--- src/rtl/priority_queue.sv ---
// ----------------------------------------------------------------------------
// priority_queue
//   Distance store and minimum finder for the Dijkstra shortest-path engine.
//   Each graph node has one VALUE_WIDTH distance. Any entry can be read
//   combinationally or written synchronously by node index. The smallest
//   distance among unvisited nodes, and that node's index, is reported from
//   registers.
//
// Optional feature (compile-time macro PRIORITY_QUEUE_MIN_VALID_EN):
//   Adds min_valid, a registered flag with the same timing as min_value. It is
//   high when at least one unvisited entry holds a value other than INFINITY.
//
// Ports
//   clock          in   system clock, rising edge
//   reset          in   asynchronous active-low reset
//   set_en         in   write enable (only a clean logic 1 writes)
//   index          in   node selected for read and write
//   visited_vector in   bit i set = node i excluded from the minimum
//   write_value    in   distance written to dist[index]
//   read_value     out  dist[index], combinational (INFINITY if out of range)
//   min_index      out  index of smallest unvisited distance, registered
//   min_value      out  smallest unvisited distance, registered
//   min_valid      out  (optional) some unvisited node is reachable
// ----------------------------------------------------------------------------
module priority_queue #(
  parameter int MAX_NODES   = 8,
  parameter int INDEX_WIDTH = 8,
  parameter int VALUE_WIDTH = 8
) (
  input  logic                   clock,
  input  logic                   reset,
  input  logic                   set_en,
  input  logic [INDEX_WIDTH-1:0] index,
  input  logic [MAX_NODES-1:0]   visited_vector,
  input  logic [VALUE_WIDTH-1:0] write_value,
  output logic [VALUE_WIDTH-1:0] read_value,
  output logic [INDEX_WIDTH-1:0] min_index,
`ifdef PRIORITY_QUEUE_MIN_VALID_EN
  output logic [VALUE_WIDTH-1:0] min_value,
  output logic                   min_valid
`else
  output logic [VALUE_WIDTH-1:0] min_value
`endif
);

  localparam logic [VALUE_WIDTH-1:0] INFINITY = '1;

  logic [VALUE_WIDTH-1:0] dist_q [MAX_NODES];
  logic [VALUE_WIDTH-1:0] dist_d [MAX_NODES];
  logic [VALUE_WIDTH-1:0] min_value_q, min_value_d;
  logic [INDEX_WIDTH-1:0] min_index_q, min_index_d;
  logic                   min_valid_q, min_valid_d;
  logic [MAX_NODES-1:0]   index_hit;
  logic                   wr_en;
  logic                   found;

  // One-hot decode of index; an out-of-range index matches no entry, so it
  // reads INFINITY and writes nothing.
  always_comb begin
    for (int i = 0; i < MAX_NODES; i++) begin
      index_hit[i] = (index == INDEX_WIDTH'(i));
    end
  end

  // NOTE: an if() on an X or Z condition takes the else path in simulation,
  // so X/Z on set_en resolves to "no write" instead of smearing X into the
  // array the way a ?: select would.
  always_comb begin
    wr_en = 1'b0;
    if (set_en) wr_en = 1'b1;
  end

  // NOTE: every always_comb output gets a default first so no path leaves it
  // unassigned; that is what keeps these blocks from inferring latches.
  always_comb begin
    for (int i = 0; i < MAX_NODES; i++) begin
      dist_d[i] = dist_q[i];
      if (wr_en && index_hit[i]) dist_d[i] = write_value;
    end
  end

  always_comb begin
    read_value = INFINITY;
    for (int i = 0; i < MAX_NODES; i++) begin
      if (index_hit[i]) read_value = dist_q[i];
    end
  end

  // Linear scan over the pre-write array. The strict '<' keeps the first
  // (lowest-index) occurrence on ties; 'found' makes the first unvisited node
  // win even when every candidate is INFINITY.
  always_comb begin
    min_value_d = INFINITY;
    min_index_d = '0;
    found       = 1'b0;
    for (int i = 0; i < MAX_NODES; i++) begin
      if (!visited_vector[i] && (!found || dist_q[i] < min_value_d)) begin
        min_value_d = dist_q[i];
        min_index_d = INDEX_WIDTH'(i);
        found       = 1'b1;
      end
    end
    min_valid_d = (min_value_d != INFINITY);
  end

  // NOTE: sequential state uses non-blocking assignments so every register
  // samples pre-edge values. The distance array is reset explicitly because
  // the source node must start at 0 and every other node at INFINITY.
  always_ff @(posedge clock or negedge reset) begin
    if (!reset) begin
      for (int i = 0; i < MAX_NODES; i++) begin
        dist_q[i] <= (i == 0) ? '0 : INFINITY;
      end
      min_value_q <= '0;
      min_index_q <= '0;
      min_valid_q <= 1'b1;
    end else begin
      dist_q      <= dist_d;
      min_value_q <= min_value_d;
      min_index_q <= min_index_d;
      min_valid_q <= min_valid_d;
    end
  end

  assign min_value = min_value_q;
  assign min_index = min_index_q;

`ifdef PRIORITY_QUEUE_MIN_VALID_EN
  assign min_valid = min_valid_q;
`else
  logic unused_valid;
  assign unused_valid = min_valid_q;
`endif

endmodule

--- config.mk ---
export PLATFORM = sky130hd
export DESIGN_NAME = priority_queue
export DESIGN_NICKNAME = d
export VERILOG_FILES = /design/src/rtl/priority_queue.sv
export SDC_FILE = /design/constraint.sdc
export NUM_CORES = 1
export LEC_CHECK = 0
export CAP_MARGIN = 20
export CORE_ASPECT_RATIO = 0.9
export CORE_MARGIN = 2
export CORE_UTILIZATION = 55
export DETAILED_ROUTE_END_ITERATION = 10
export PLACE_DENSITY = 0.77
export SLEW_MARGIN = 20
export SYNTH_ARGS = -nofsm -noshare
export SYNTH_HDL_FRONTEND = slang
export SYNTH_SLANG_ARGS = --single-unit
--- constraint.sdc ---
create_clock -name clock -period 15.4 [get_ports clock]
set_input_delay 3.08 -clock clock [delete_from_list [all_inputs] [get_ports clock]]
set_output_delay 3.08 -clock clock [all_outputs]
set_load 0.02 [all_outputs]
Word level (Yosys, flattened, before mapping) --
Index checks and enable logic that the tools add are counted.
Word-level totals: register bits 80, bits in latches 0, bits in writable memories 0, memory bits (read-only) 0, output and inout bits 24, memories 0
Operators by class: $add $sub $neg 0, multipliers 0, div/mod/pow operators 0, order comparisons 7, equal/unequal tests 7, shifts and indexed selects 0, multiplexer cells 31, bitwise operators 0, reduce and logical (&&, ||, !) cells 36
Operator list (number):
- $mux W8 | 22
- $lt A8 B8 Y1 | 7
- $eq A8 B3 Y1 const B | 4
- $eq A8 B2 Y1 const B | 2
- $logic_and A1 B1 Y1 | 15
- $logic_not A1 Y1 | 13
- $mux W1 | 9
- $eq A8 B1 Y1 const B | 1
- $logic_not A8 Y1 | 1
- $logic_or A1 B1 Y1 | 7

Depth between registers and ports, before layout --
depth after elaboration 29, depth in mapped cells 82, mapped depth without buffers 74

Least setup slack after synthesis --
No wires, ideal clock.
kind input-to-reg, start point in visited_vector[0], end point reg min_value_q[1], in the netlist min_value[1], setup time 130 ps, data arrival time 16194 ps, path slack -924 ps, stages on the path 78, buffers on the path 8, path through buf_1 -> nor2_1 -> ha_1 -> a21o_1 -> a2111oi_0 -> o21ai_1 -> a2bb2oi_4 -> clkbuf_1 -> a21oi_1 -> inv_1 -> ha_1 -> a211oi_1 -> o21ai_0 -> o211a_1 -> a31oi_2 -> nand2_2 -> buf_6 -> mux2i_1 -> [... 42 more ...] -> a41o_1 -> o21ai_0 -> or3b_2 -> o22a_1 -> a31oi_1 -> buf_4 -> mux2i_1 -> ha_1 -> a21o_1 -> a21oi_1 -> nor2_1 -> nor2_1 -> nand2_1 -> o21bai_1 -> a21oi_1 -> a31oi_1 -> buf_2 -> mux2i_1
On the way: cells in the longest elaborated chain, start to end 29
Ends and longest elaborated chain:
- from (decl) | RTL line 34 | input logic [MAX_NODES-1:0] visited_vector,
- $mux W8 | RTL line 97 | if (!visited_vector[i] && (!found || dist_q[i] < min_value_d)) begin
- $lt A8 B8 Y1 | RTL line 97
- $logic_or A1 B1 Y1 | RTL line 97
- $logic_and A1 B1 Y1 | RTL line 97
- $mux W8 / $mux W1 (equally long branches) | RTL line 97
- $lt A8 B8 Y1 / $logic_not A1 Y1 (equally long branches) | RTL line 97
- $logic_or A1 B1 Y1 | RTL line 97
- $logic_and A1 B1 Y1 | RTL line 97
- [... 14 more ...]
- $logic_or A1 B1 Y1 | RTL line 97
- $logic_and A1 B1 Y1 | RTL line 97
- $mux W8 / $mux W1 (equally long branches) | RTL line 97
- $lt A8 B8 Y1 / $logic_not A1 Y1 (equally long branches) | RTL line 97
- $logic_or A1 B1 Y1 | RTL line 97
- $logic_and A1 B1 Y1 | RTL line 97
- $mux W8 * | RTL line 97
- named net min_value_d[1] | RTL line 50 | logic [VALUE_WIDTH-1:0] min_value_q, min_value_d;
- to (signal assigned) | RTL line 119 | min_value_q <= min_value_d;
- to (decl) | RTL line 50
Mark *: on every way through the listed nets, which the timed path passes. The rest lies on a longest branch. A chain may end at the register's enable or synchronous reset.

Worst setup path after layout --
start point in visited_vector[0], end point reg min_value_q[6], in the netlist min_value[6]
The elaborated chain is that of the path after synthesis.

==> summary.md <==
| Metric | Value |
|---|---|
| Synth Instances | `599` |
| Worst slew margin | `38.0%` |
| Arr. time, crit path | `15.47 ns` |
| Initial antenna violation count | `0` |
| Hold Buf Count CTS | `0` |
| Largest family of logic cells by synthesized area | `multiplexers` |
| # rows | `35` |
| Peak Freq | `65.6 MHz` |
| Share of flip-flops with an asynchronous set or reset | `100%` |
| Static leakage | `3.61 nW` |
| Detailed Place HPWL | `13.2 mm` |
| Max FO, Critical Path | `8` |
| Post-route DRC violation count | `0` |
| First-pass GRT wire length | `29.5 mm` |
| Slew Limit Fails | `0` |
| Maximum vdd drop | `0.101 mV` |
| Commonest non-fill, non-tap cells in the layout | `110 x buf_4, 65 x mux2_2, 56 x dfstp_2` |
| # port buffers | `45` |
| Worst-Skew Late Latency | `0.34 ns` |
| H-Tree Depth | `3` |
| WL/cell | `21.8 um` |
| Synth Area in Adders | `8.90%` |
| CTS Buffer Depth | `2` |
| Synthesis-stage register bit count | `75` |
| Ys Warns | `0` |
| Die Wd | `113 um` |
| Nets@finish | `820` |
| Post-Synth Simple-Gate Area | `13.0%` |
| Leading cell type in the layout, fill and taps excluded | `buf_4` |
| Synth Flop Type | `dfstp_2` |
| WP buf/inv | `13` |
| Max stage delay on crit path | `0.40 ns` |
| Fin crit period | `15.25 ns` |
| Clock Skews | `0.00668 ns` |
| Post-Syn Area per Cell | `9.77 sq um` |
| 1st-iter DRT viols | `422` |
| Slew @ Worst Pin | `0.931 ns` |
| Synth area leader | `dfstp_2` |
| Flop-to-flop setup slack | `2.52 ns` |
| GRT Residual Overflow | `0` |
| Crit path required time | `15.63 ns` |
| CTS buffer count | `9` |
| Ratio of final minimum period to clock period | `99.0%` |
| Die height | `102 um` |
| Worst r2r src | `dist_q[54]` |
| CP startpoint kind | `input pin` |
| Final core utilization | `80.9%` |
| DRT Pass-1 Iters | `5` |
| DR vias | `5577` |
| Synth area leaders | `dfstp_2 25%, mux2_2 13%, ha_1 8.6%, dfrtp_1 8.1%, mux2i_1 5.8%` |
| Vias in the first global route | `5550` |
| Final wirelength | `19.4 mm` |
| Full die area | `11500 sq um` |
| GRT Util Overall | `33.1%` |
| RePlAce Congestion | `0.979` |
| Placed insts | `830` |
| Core Box Area | `10300 sq um` |
| Layout cells sized above 1 | `49.7%` |
| Max cap viols | `0` |
| WP depth | `74` |
| Area share of the largest cell type after synthesis | `25.1%` |
| Mapped Area | `5850 sq um` |
| Setup violators final | `0` |
| Crit-path most repeated cell | `buf_4` |
| Post-synth EDFFs | `0` |
| Synth cell types | `72` |
| Synth Area in XOR/XNOR | `0%` |
| FF-to-FF End | `min_value[6]` |
| CTS tree | `done` |
| Power density cells | `89.5 nW/um^2` |
| Area growth from synthesis to final layout | `42.3%` |
| Crit Path Class | `input pin to register` |
| Pin count of the biggest net entering global routing | `76` |
| HP Start | `dist_q[1]` |
| Sequential share of the synthesized area | `33.3%` |
| Worst Setup SP | `visited_vector[0]` |
| Worst Reg-to-Reg Cells | `70` |
| Clk slew on worst S/H paths | `0.06 ns` |
| Worst Setup EP | `min_value[6]` |
| Initial Utilization | `56.9%` |
| Layout Cells excl Fill | `887` |
| Antenna diodes | `0` |
| Setup crit end kind | `register` |
| Root Buffer | `clkbuf_16` |
| Fill count | `622` |
| Mux cell area share after synthesis | `20.6%` |
| DRT antenna net count | `0` |
| Clock Sinks | `75` |
| Num ports | `51` |
| CP delay by family, top | `compound AO/OA/AOI/OAI gates` |
| DR vias/cell | `6.29` |
| Setup repair after global routing missed its margin | `yes` |
| Worst hold path type | `register to register` |
| Status | `finished clean` |
| Hold violation count in the final report | `0` |
| Complex-gate fraction of the synthesized area | `19.0%` |
| Slowest stage cell on the critical path | `or3b_4` |
[cell usage after synthesis, types with 3 or more instances]
master and count:
o211ai_1 6, inv_1 43, a211o_1 3, nor3_1 4, and4_1 3, nand4_1 8, nand3_1 9, a211oi_1 5
buf_4 6, a31oi_1 9, nor2_1 56, o22ai_1 9, a21o_1 9, nand2_1 34, nand3b_1 3, o21a_1 8
a2111oi_0 9, o22a_1 9, dfrtp_1 19, and2_1 9, nand2b_1 5, o21ai_0 29, a21oi_1 22, mux2_2 69
dfstp_2 56, buf_1 3, nor2b_1 3, and3_1 6, o221ai_1 3, ha_1 40, mux2_1 4, mux2i_1 34
clkbuf_1 16
[how the worst min path moves through the flow]
stage / depth (start not counted) / endpoint / slack, ns
floorplan: 2 / dist_q[6] / 0.49
CTS: 2 / dist_q[1] / 0.54
detailed placement: 2 / dist_q[1] / 0.53
global placement: 2 / dist_q[4] / 0.52
finish: 2 / dist_q[1] / 0.54
global route: 2 / dist_q[4] / 0.56
[state kept, by name, indices dropped and copies added, names as in the netlist]
| register | cells |
|---|---|
| min_index | 3 |
| dist_q | 64 |
| min_value | 8 |
[timing repair]
item	in CTS	in global routing
cloned	1	0
pin swaps	50	60
resized for setup	56	71
endpoints found under the setup margin	11	11
buffers inserted	27	14
[stage by stage]
| step | cell area (sq um) | setup WS [ns] | hold slack (ns) | TNS (ns) | total power [mW] |
|---|---|---|---|---|---|
| 3_3_place_gp | 7080 | -0.580 | 0.525 | -5.75 | 0.462 |
| 4_1_cts | 7860 | 0.0102 | 0.543 | 0 | 0.698 |
| 3_5_place_dp | 7080 | -0.999 | 0.534 | -10.21 | 0.467 |
| 2_1_floorplan | 6030 | 0.00811 | 0.490 | 0 | 0.371 |
| 6_report | 8330 | 0.152 | 0.542 | 0 | 0.745 |
| 5_1_grt | 8330 | -0.381 | 0.560 | -3.32 | 0.774 |
[worst min-delay path: stages, from the launching register on]
cell	delay [ns]
dfstp_2	0.39
inv_1	0.06
o21ai_0	0.08
[per-layer routing]
layer	track usage, %	part of all wire (%)	wire (um)
met3	4.27	6.9	1330
met4	9.01	2.1	403
met1	46.9	43	8420
met2	54.0	48	9210
met5	0	0	0
[kinds of logic after synthesis]
family | after synthesis
muxes | 109
adders and majority gates | 42
buffers and inverters | 71
DFF | 75
and+or+nand+nor | 152
AOI/OAI and AO/OA | 149
other | 1
[power breakdown]
group / leakage (nW) / total (mW) / internal (mW) / switching (mW)
Clock: 0.139 / 0.201 / 0.115 / 0.0863
Combinational: 2.64 / 0.305 / 0.158 / 0.147
Sequential: 0.825 / 0.239 / 0.221 / 0.0186
Total: 3.61 / 0.745 / 0.493 / 0.252
[area by class of cell]
class | count | area (sq um) | share of cell area (%)
clock inverters | 6 | 47.5 | 0.571
flip-flops and latches | 75 | 1950 | 23.4
clock buffers | 10 | 239 | 2.87
multi-input cells | 458 | 4330 | 52.0
repair buffers | 166 | 1440 | 17.3
well taps | 129 | 161 | 1.94
inverters | 43 | 164 | 1.97
Note: power is estimated with default switching activity, not from simulation.
==> variant 1, RTL diff (same settings) <==
Put a register stage on the output `read_value`, with the module's reset. The value now appears one clock later. The other outputs are not delayed to match. Comments in the files are not updated.
--- a/src/rtl/priority_queue.sv
+++ b/src/rtl/priority_queue.sv
@@ -46,4 +46,6 @@
   localparam logic [VALUE_WIDTH-1:0] INFINITY = '1;
 
+  logic [VALUE_WIDTH-1:0] read_value_d;
+
   logic [VALUE_WIDTH-1:0] dist_q [MAX_NODES];
   logic [VALUE_WIDTH-1:0] dist_d [MAX_NODES];
@@ -81,7 +83,7 @@
 
   always_comb begin
-    read_value = INFINITY;
+    read_value_d = INFINITY;
     for (int i = 0; i < MAX_NODES; i++) begin
-      if (index_hit[i]) read_value = dist_q[i];
+      if (index_hit[i]) read_value_d = dist_q[i];
     end
   end
@@ -133,4 +135,12 @@
 `endif
 
+  always_ff @(posedge clock or negedge reset) begin
+    if (!reset) begin
+      read_value <= '0;
+    end else begin
+      read_value <= read_value_d;
+    end
+  end
+
 endmodule
 
Function: changed (Yosys sat finds a counterexample within 4 cycles, from zero or initial values and one cycle with reset low).
==> variant 1 against the original RTL <==
  * The run now ends with negative setup slack left
  * Sequential cell count grew 8
  * Sequential share of layout area grew 1.7 points
  * Design area grew 3.0%
  * Worst setup slack lost 0.31 ns
  * Largest cell class unchanged
  * Routed wire length grew 16%
  * Total power grew 23%
  * Largest power group unchanged
  * Synthesized area grew 3.2%
  * Count of clock-buffer cells in the layout is the same
==> variant 1: results <==
group,metric,value,unit
run_status,status,"complete, but fails checks",
run_status,failed_checks,"negative setup slack",
synth,synth_mux_area_share,17.9,%
synth,synth_common_cells,"62 x mux2_2, 56 x dfstp_2, 55 x nor2_1",
clock_network,postCtsSetupRepairBufs,29,
global_route,grt_max_degree,84,
timing,slew_headroom,41.7,%
route,drt_iter0_markers,632,
route,vias,6304,
power_and_ir_drop,power.share.clock,25.8,%
global_route,met3_usage,4.49,%
global_route,grt_pass1_vias,5810,
placed_design,post_dp_cell_area,7200,um^2
timing,fin_skew,0.00791,ns
global_route,use_met2,55.3,%
synth,synth_compound_area_share,19.5,%
finish,largest-register,"dist_q",
route,wl_met2,10500,um
timing,layout_setup_ws,-0.161,ns
route,drt-met1-wl,8730,um
power_and_ir_drop,leakage,3.67,nW
timing,finalSetupViolCount,11,
power_and_ir_drop,vdd_drop_max,0.0000774,V
setup_path,crit_path_start,"visited_vector[0]",
timing,setup_tns,-1.16,ns
finish,drive_gt1_share,46.4,%
global_route,grtUsageMet1,44.7,%
synth,post_synth.cell_area_avg,9.63,um^2
global_route,grt_use_total,33.2,%
route,dr.pass1.iters,6,
power_and_ir_drop,p_sw,0.000314,W
setup_path,r2r_start,"dist_q[54]$_DFFE_PN1P_",
route,vias_per_cell,6.75,
placed_design,hpwl,13800,um
clock_network,ctsResizeCount,38,
placed_design,numPortBuffers,45,
placed_design,dp_slack,-1.06,ns
route,wl_met3,2100,um
synth,ys_seq_area_share,35.6,%
route,drt-wirelength-per-cell,24.0,um
global_route,grt_pass1_wl,30100,um
placed_design,gp_congestion,0.990,
synth,synthDominantCellAreaShare,24.4,%
route,dr.max_layer_used,"met4",
worst_hold_path,min-delay-start,"dist_q[4]$_DFFE_PN1P_",
placed_design,placedCellCount,864,
power_and_ir_drop,pwr_density_cell,106,nW/um^2
setup_path,critPathMaxStageDelay,0.40,ns
synth,synthAdderAreaFrac,8.81,%
finish,num-fill-cells,579,
power_and_ir_drop,combPwrFrac,44.9,%
synth,ys_top_cells_by_area,"dfstp_2 24%, mux2_2 12%, dfrtp_1 11%, ha_1 8.3%, mux2i_1 5.1%",
setup_path,path_max_fanout,6,
synth,yosysUniqueCellTypes,72,
setup_path,slowest_stage,"or4_1",
variant 1: layout make-up:
class                           count  area (um^2)  area share [%]
Clock buffer                       10          239            2.79
Tap cell                          133          166            1.94
Clock inverter                      6         88.8            1.04
Inverter                           46          173            2.01
Sequential cell                    83         2150            25.0
Timing Repair Buffer              179         1550            18.0
Multi-Input combinational cell    477         4220            49.2
variant 1: final timing paths:
check                                    endpoint  slack, ns  cells past startpoint
max in group asynchronous  dist_q[56]$_DFFE_PN0P_      12.12                      1
setup / recovery           min_value[0]$_DFF_PN0_      -0.16                     77
hold reg to reg             dist_q[4]$_DFFE_PN1P_       0.54                      2
setup reg to reg           min_value[0]$_DFF_PN0_       2.21                     75
hold / removal              dist_q[4]$_DFFE_PN1P_       0.54                      2
min in group asynchronous  dist_q[61]$_DFFE_PN0P_       2.78                      1
==> variant 2, RTL diff (config.mk and constraints unchanged) <==
Made on the original files. Build with the macro `PRIORITY_QUEUE_MIN_VALID_EN` defined.
--- a/src/rtl/priority_queue.sv
+++ b/src/rtl/priority_queue.sv
@@ -23,4 +23,6 @@
 //   min_valid      out  (optional) some unvisited node is reachable
 // ----------------------------------------------------------------------------
+`define PRIORITY_QUEUE_MIN_VALID_EN
+
 module priority_queue #(
   parameter int MAX_NODES   = 8,
Function (old outputs only; new: min_valid): kept (equiv_simple and equiv_induct, registers matched by name and starting in step).
==> variant 2 against the original RTL <==
  * Routed wire length shrank 3.6%
  * Synthesized area up 3.2%
  * Sequential cell count is 1 higher
  * Die area increased by 3.0%
  * Worst setup slack gained 0.30 ns
  * Hold slack gained 0.011 ns
  * Critical path depth shrank 4
  * Design area shrank 8.4%
  * Fmax increased by 2.0%
  * Sequential share of layout area is 2.5 points higher
  * Total power down 5.4%
  * Largest power group unchanged
==> variant 2: results <==
group,metric,value,unit
setup_path,slowest_stage,"or4_4",
global_route,grt_pass1_vias,5575,
timing,fin_skew,0.00632,ns
global_route,grt_pass1_wl,29100,um
global_route,use_met2,50.1,%
placed_design,post_dp_cell_area,7030,um^2
placed_design,hpwl,14000,um
placed_design,dp_slack,-0.600,ns
setup_path,path_max_fanout,7,
setup_path,critPathCapture,"min_value[4]$_DFF_PN0_",
finish,drive_gt1_share,37.1,%
global_route,grt_max_degree,77,
setup_path,r2r_cells,69,
timing,layout_setup_ws,0.449,ns
finish,layoutNonFillerInstCount,886,
placed_design,placedCellCount,858,
global_route,grt_use_total,32.0,%
power_and_ir_drop,pwr_density_cell,92.4,nW/um^2
global_route,met3_usage,4.60,%
timing,holdWs,0.553,ns
clock_network,ctsResizeCount,8,
timing,tightest_slew,1.07,ns
worst_hold_path,min-delay-start,"dist_q[2]$_DFFE_PN1P_",
route,drt-met1-wl,8330,um
placed_design,numPortBuffers,46,
route,wl_met3,1500,um
route,postRouteWirelength,18700,um
clock_network,postCtsSetupRepairBufs,4,
synth,yosysUniqueCellTypes,71,
synth,postSynthCellCount,636,
placed_design,gp_congestion,0.958,
power_and_ir_drop,leakage,3.33,nW
finish,layout.nets,812,
synth,ys_top_cells_by_area,"dfstp_2 25%, mux2_2 11%, dfrtp_1 7.9%, ha_1 7.7%, mux2i_1 5.8%",
setup_path,arrival,15.17,ns
synth,ys_seq_area_share,32.7,%
route,vias_per_cell,6.46,
route,wl_met2,8480,um
run_status,status,"complete, no violations",
setup_path,r2r_start,"dist_q[63]$_DFFE_PN0P_",
route,drt_iter0_markers,392,
==> variant 2: cell count changes in the layout (fill, tap and decap cells not counted), sizes merged, moves of 6 or more <==
cell	before	now
nor3	4	12
mux4	2	9
nand2	35	51
nor2	57	42
a21o	9	16
a2111oi	11	1
buf	123	76
o22a	9	1
mux2	73	62
and2	10	4
o21ai	32	57
==> variant 2: cell families (layout without fill, tap and decap cells) <==
group           count (synthesis)  in the layout  synth area share, %
compound gates                170            171                 19.1
xor+xnor                        1              1                0.145
fa+ha+maj                      40             40                 8.17
buf+inv                        70            182                 4.85
flops                          76             76                 32.7
mux                           107            107                 21.0
other cells                     1              5               0.0621
simple gates                  171            171                 14.0
==> variant 2: layout make-up <==
type	instances	area, um^2
Multi-Input combinational cell	495	4010
Sequential cell	76	1970
Tap cell	133	166
Fill cell	798	3140
Timing Repair Buffer	121	1020
Clock buffer	11	254
Inverter	45	169
Clock inverter	5	35.0
